==> src/rtl/dmem_arbiter.sv <==
// Purpose : round-robin arbiter sharing one data-memory port between N_CORES cores.
// Latency : MEM_LAT+3 cycles per transaction (grant, access, MEM_LAT wait, done).
// Backpressure: losing and in-flight cores see core_stall until their done pulse.
// Ports:
//   Clk / Reset           clock, asynchronous active-high reset
//   core_req/we/half/byte per-core request and attributes (one bit per core)
//   core_addr/core_wdata  per-core address / store data, packed by core index
//   core_stall/core_done  per-core freeze and one-cycle completion pulse
//   core_rdata            shared registered load data, valid with core_done
//   mem_*                 single memory port (strobe, latched attributes, data)
//   busy / grant_id       arbiter occupied / core currently (or last) served
module dmem_arbiter #(
  parameter int N_CORES = 4,
  parameter int ADDR_W  = 32,
  parameter int DATA_W  = 32,
  parameter int MEM_LAT = 1
) (
  input  logic                       Clk,
  input  logic                       Reset,
  input  logic [N_CORES-1:0]         core_req,
  input  logic [N_CORES-1:0]         core_we,
  input  logic [N_CORES-1:0]         core_half,
  input  logic [N_CORES-1:0]         core_byte,
  input  logic [N_CORES*ADDR_W-1:0]  core_addr,
  input  logic [N_CORES*DATA_W-1:0]  core_wdata,
  output logic [N_CORES-1:0]         core_stall,
  output logic [N_CORES-1:0]         core_done,
  output logic [DATA_W-1:0]          core_rdata,
  output logic                       mem_en,
  output logic                       mem_we,
  output logic                       mem_half,
  output logic                       mem_byte,
  output logic [ADDR_W-1:0]          mem_addr,
  output logic [DATA_W-1:0]          mem_wdata,
  input  logic [DATA_W-1:0]          mem_rdata,
  output logic                       busy,
  output logic [2:0]                 grant_id
);

  localparam logic [1:0] S_IDLE   = 2'd0;
  localparam logic [1:0] S_ACCESS = 2'd1;
  localparam logic [1:0] S_WAIT   = 2'd2;
  localparam logic [1:0] S_DONE   = 2'd3;

  logic [1:0]         state_q, state_d;
  logic [2:0]         ptr_q, ptr_d;
  logic [2:0]         cnt_q, cnt_d;
  logic [2:0]         grant_q, grant_d;
  logic [N_CORES-1:0] done_q, done_d;
  logic [DATA_W-1:0]  rdata_q, rdata_d;
  logic               mem_we_q, mem_we_d;
  logic               mem_half_q, mem_half_d;
  logic               mem_byte_q, mem_byte_d;
  logic [ADDR_W-1:0]  mem_addr_q, mem_addr_d;
  logic [DATA_W-1:0]  mem_wdata_q, mem_wdata_d;

  // Arbitration scratch
  logic [7:0]         req_pad;
  logic [3:0]         arb_sum;
  logic               found;
  logic [2:0]         pick;

  // Attributes of the picked core
  logic               sel_we, sel_half, sel_byte;
  logic [ADDR_W-1:0]  sel_addr;
  logic [DATA_W-1:0]  sel_wdata;

  // Round-robin search: first requester at or above ptr, wrapping modulo N_CORES.
  // Padding the request vector to 8 bits keeps the 3-bit index in range.
  always_comb begin
    req_pad                = '0;
    req_pad[N_CORES-1:0]   = core_req;
    arb_sum                = '0;
    found                  = 1'b0;
    pick                   = '0;
    for (int k = 0; k < N_CORES; k++) begin
      arb_sum = {1'b0, ptr_q} + 4'(k);
      if (arb_sum >= 4'(N_CORES)) begin
        arb_sum = arb_sum - 4'(N_CORES);
      end
      if (!found && req_pad[arb_sum[2:0]]) begin
        found = 1'b1;
        pick  = arb_sum[2:0];
      end
    end
  end

  always_comb begin
    sel_we    = 1'b0;
    sel_half  = 1'b0;
    sel_byte  = 1'b0;
    sel_addr  = '0;
    sel_wdata = '0;
    for (int i = 0; i < N_CORES; i++) begin
      if (pick == 3'(i)) begin
        sel_we    = core_we[i];
        sel_half  = core_half[i];
        sel_byte  = core_byte[i];
        sel_addr  = core_addr[i*ADDR_W +: ADDR_W];
        sel_wdata = core_wdata[i*DATA_W +: DATA_W];
      end
    end
  end

  always_comb begin
    state_d     = state_q;
    ptr_d       = ptr_q;
    cnt_d       = cnt_q;
    grant_d     = grant_q;
    done_d      = '0;
    rdata_d     = rdata_q;
    mem_we_d    = mem_we_q;
    mem_half_d  = mem_half_q;
    mem_byte_d  = mem_byte_q;
    mem_addr_d  = mem_addr_q;
    mem_wdata_d = mem_wdata_q;
    case (state_q)
      S_IDLE: begin
        // Request fields are sampled here only; later input changes are ignored.
        if (found) begin
          grant_d     = pick;
          mem_we_d    = sel_we;
          mem_half_d  = sel_half;
          mem_byte_d  = sel_byte;
          mem_addr_d  = sel_addr;
          mem_wdata_d = sel_wdata;
          state_d     = S_ACCESS;
        end
      end
      S_ACCESS: begin
        cnt_d   = 3'(MEM_LAT);
        state_d = S_WAIT;
      end
      S_WAIT: begin
        cnt_d = cnt_q - 3'd1;
        if (cnt_q == 3'd1) begin
          // Captured for stores too; the value is simply unused then.
          rdata_d = mem_rdata;
          state_d = S_DONE;
          // done is registered so it is high exactly during the DONE cycle.
          for (int i = 0; i < N_CORES; i++) begin
            done_d[i] = (grant_q == 3'(i));
          end
        end
      end
      S_DONE: begin
        ptr_d   = (grant_q == 3'(N_CORES-1)) ? 3'd0 : grant_q + 3'd1;
        state_d = S_IDLE;
      end
      default: state_d = S_IDLE;
    endcase
  end

  always_ff @(posedge Clk or posedge Reset) begin
    if (Reset) begin
      state_q     <= S_IDLE;
      ptr_q       <= '0;
      cnt_q       <= '0;
      grant_q     <= '0;
      done_q      <= '0;
      rdata_q     <= '0;
      mem_we_q    <= 1'b0;
      mem_half_q  <= 1'b0;
      mem_byte_q  <= 1'b0;
      mem_addr_q  <= '0;
      mem_wdata_q <= '0;
    end else begin
      state_q     <= state_d;
      ptr_q       <= ptr_d;
      cnt_q       <= cnt_d;
      grant_q     <= grant_d;
      done_q      <= done_d;
      rdata_q     <= rdata_d;
      mem_we_q    <= mem_we_d;
      mem_half_q  <= mem_half_d;
      mem_byte_q  <= mem_byte_d;
      mem_addr_q  <= mem_addr_d;
      mem_wdata_q <= mem_wdata_d;
    end
  end

  // Decoded straight from the state register so an asynchronous reset
  // drops the strobe and busy immediately.
  assign mem_en     = (state_q == S_ACCESS);
  assign busy       = (state_q != S_IDLE);
  assign core_stall = core_req & ~done_q;
  assign core_done  = done_q;
  assign core_rdata = rdata_q;
  assign mem_we     = mem_we_q;
  assign mem_half   = mem_half_q;
  assign mem_byte   = mem_byte_q;
  assign mem_addr   = mem_addr_q;
  assign mem_wdata  = mem_wdata_q;
  assign grant_id   = grant_q;

endmodule

==> config.mk <==
export PLATFORM = sky130hd
export DESIGN_NAME = dmem_arbiter
export DESIGN_NICKNAME = d
export VERILOG_FILES = /design/src/rtl/dmem_arbiter.sv
export SDC_FILE = /design/constraint.sdc
export NUM_CORES = 1
export LEC_CHECK = 0
export ABC_CLOCK_PERIOD_IN_PS = 4750
export BUFFER_PORTS_ARGS = -buffer_cell sky130_fd_sc_hd__buf_2
export CORE_MARGIN = 5
export CORE_UTILIZATION = 40
export DETAILED_ROUTE_END_ITERATION = 10
export PLACE_DENSITY_LB_ADDON = 0.12
export SLEW_MARGIN = 5
export SYNTH_ARGS = -nofsm -noshare
export SYNTH_HDL_FRONTEND = slang
export SYNTH_SLANG_ARGS = --single-unit
export TNS_END_PERCENT = 20
==> constraint.sdc <==
create_clock -name Clk -period 4.75 [get_ports Clk]
set_clock_uncertainty 0.2 [all_clocks]
set_input_delay 0.7125 -clock Clk [delete_from_list [all_inputs] [get_ports Clk]]
set_output_delay 0.7125 -clock Clk [all_outputs]
set_load 0.1 [all_outputs]
==> reports/qor.yml <==
grt_pass1_vias: 11000
initial_core_util_pct: 40.5
cts_tree: "yes"
drcViolationCount: 0
crit_arrival_ps: 4380
path_buf_inv: 2
syn-instance-count: 1321
ctsHoldBuffers: 0
ctsResizeCount: 0
portBuffers: 417
utilization_pct: 52.3
async_reset_ff_share_pct: 100
wl_mm: 39.7
grt_pass1_wl_mm: 59.6
cp-end-kind: "register"
slowest_stage: "buf_4"
syn_area_um2: 9510
area_delta_synth_final_pct: 28.9
period_share_pct: 89.5
slowest_delay_ps: 900
clock-sinks: 114
timing.fmax_ghz: 0.235
worstMarginPinSlew_ps: 1030
finalWeightedCongestion: 0.873
synth_warnings: 0
syn_avg_cell_area_um2: 7.20
crit_chain: "inv_2, ha_1, mux4_2, a31o_4, buf_4, nand2_1, and3_1, a311o_1, o21ai_1"
hp-class: "in2async"
synth-seq-area-share_pct: 30.0
reg2regPathDepth: 9
synthesis.nets: 1640
post_route_cells_drive_above_1_share_pct: 31.4
r2r-start: "ptr_q[0]"
fillers: 2315
ioPinCount: 418
cts_setup_buffers: 0
numCtsBuffers: 17
synth_edf_count: 0
first_iter_violations: 1501
hold_ws_ps: 227
cp.depth: 9
start_kind: "register"
layout.nets: 1961
finalSetupViolations: 0
cts.path.max_buffers: 2
ant_nets: 0
crit_required_ps: 4880
r2r_slack_ps: 500
via_per_inst: 5.83
synth_top_cell_by_area: "dfrtp_1"
place_ws_ps: 562
insertion_delay_ps: 410
rsz0062_at_grt: "false"
track_usage_pct: 27.7
synth_top_area_share_pct: 30.0
dr.pass1.iters: 5
core.rowCount: 56
dieArea_um2: 27000
cts_root_buffer: "clkbuf_16"
critPathKind: "reg2reg"
r2r_end: "mem_wdata[4]"
core-area_um2: 23500
fin_ws_ps: 498
post-dp-hpwl_mm: 27.0
synth.area.top_cells: "dfrtp_1 (30%), nand2_1 (16%), a31oi_1 (8.8%)"
hold_viol_final: 0
slew_headroom_pct: 31.6
synth-seq-cells: 114
wl_per_cell_um: 20.0
status: "completed"
die_width_um: 164
yosysUniqueCellTypes: 41
drv_slew: 0
cp_max_fo: 84
grt-ovfl-total: 0
die_h_um: 164
antenna_found_initial: 10
yosys_most_used_dff: "dfrtp_1"
vias: 11600
maxCapViolations: 0
setup_tns_ps: 0
cts_max_level: 4
worst_path_dominant_cell_family: "buffers and inverters"
fin_crit_ps: 4250
grt_max_degree: 109
clkTransAtPathRegs_ps: 70
## layer usage
metal | GRT usage [%] | routed length (um) | vias up
li1 | - | - | 5409
met1 | 34.8 | 15700 | 5469
met2 | 44.9 | 18800 | 608
met3 | 7.13 | 3830 | 77
met4 | 12.0 | 1390 | 4
met5 | 0 | 22 | -
## worst register-to-register path, stage by stage, from the launching register on
cell and delay, ps:
dfrtp_4 540, inv_2 320, ha_1 400, mux4_2 340
a31o_4 650, buf_4 910, nand2_1 180, and3_1 220
a311o_1 310, o21ai_1 110
## flip-flops by register name, summed over array words and instances, names as in the netlist
signal / count
cnt_q: 3
core_done: 4
core_rdata: 32
grant_id: 3
mem_addr: 32
mem_byte: 1
mem_half: 1
mem_wdata: 32
mem_we: 1
ptr_q: 3
state_q: 2
## worst max path at each step
| stage | endpoint | start |
|---|---|---|
| floorplan | cnt_q[0] | Reset |
| CTS | mem_wdata[4] | ptr_q[0] |
| finish | mem_wdata[4] | ptr_q[0] |
| global placement | mem_addr[0] | ptr_q[0] |
| global route | mem_wdata[4] | ptr_q[0] |
| detailed placement | mem_addr[19] | ptr_q[0] |
## synth_stat cells, types with 2 or more instances
library cell / n
buf_1: 5
and2_1: 2
a32oi_1: 68
o21ai_0: 73
inv_1: 82
ha_1: 13
nand2_1: 415
a311o_1: 67
mux2_2: 33
o211ai_1: 2
nor3b_1: 3
nand3_1: 4
a31oi_1: 134
buf_2: 48
nor2_1: 8
o22ai_1: 5
clkbuf_1: 70
dfrtp_1: 114
o21ai_1: 68
buf_4: 12
a22oi_1: 2
and3_1: 70
nor2b_1: 2
mux4_2: 4
## final cells by class
cell class | instances | area [um2] | area share (%)
tap | 319 | 399 | 3.25
inverter | 83 | 314 | 2.56
clock inverter | 14 | 145 | 1.18
clock buffer | 18 | 439 | 3.58
timing repair buffer | 438 | 2320 | 18.9
multi-input combinational | 988 | 5770 | 47.0
sequential | 114 | 2860 | 23.3
antenna | 10 | 25.0 | 0.204
## placed cells by master, fill, tap and decap left out, types with 67 or more instances in the layout
cell type,count
buf_2,417
nand2_1,413
a31oi_1,134
dfrtp_1,113
inv_1,81
o21ai_0,73
and3_1,70
o21ai_1,68
a32oi_1,68
a311o_1,67
## stage by stage
step	cells	cell area (um2)
after floorplan	1321	9510
after global placement	1942	11700
after detailed placement	1942	11700
after CTS	1974	12200
after global routing	1982	12300
final	1984	12300
## cell families after synthesis
family | share of synthesized area, %
AND/OR/NAND/NOR | 22.5
buffers and inverters | 9.76
XOR/XNOR | 0.0921
multiplexers | 4.96
AO/OA/AOI/OAI | 31.0
adder cells (fa/ha/maj) | 1.71
flip-flops | 30.0
Power is left out: the tool's default activity adds up to more than one toggle a clock period on the data nets, which glitch-free logic cannot reach.
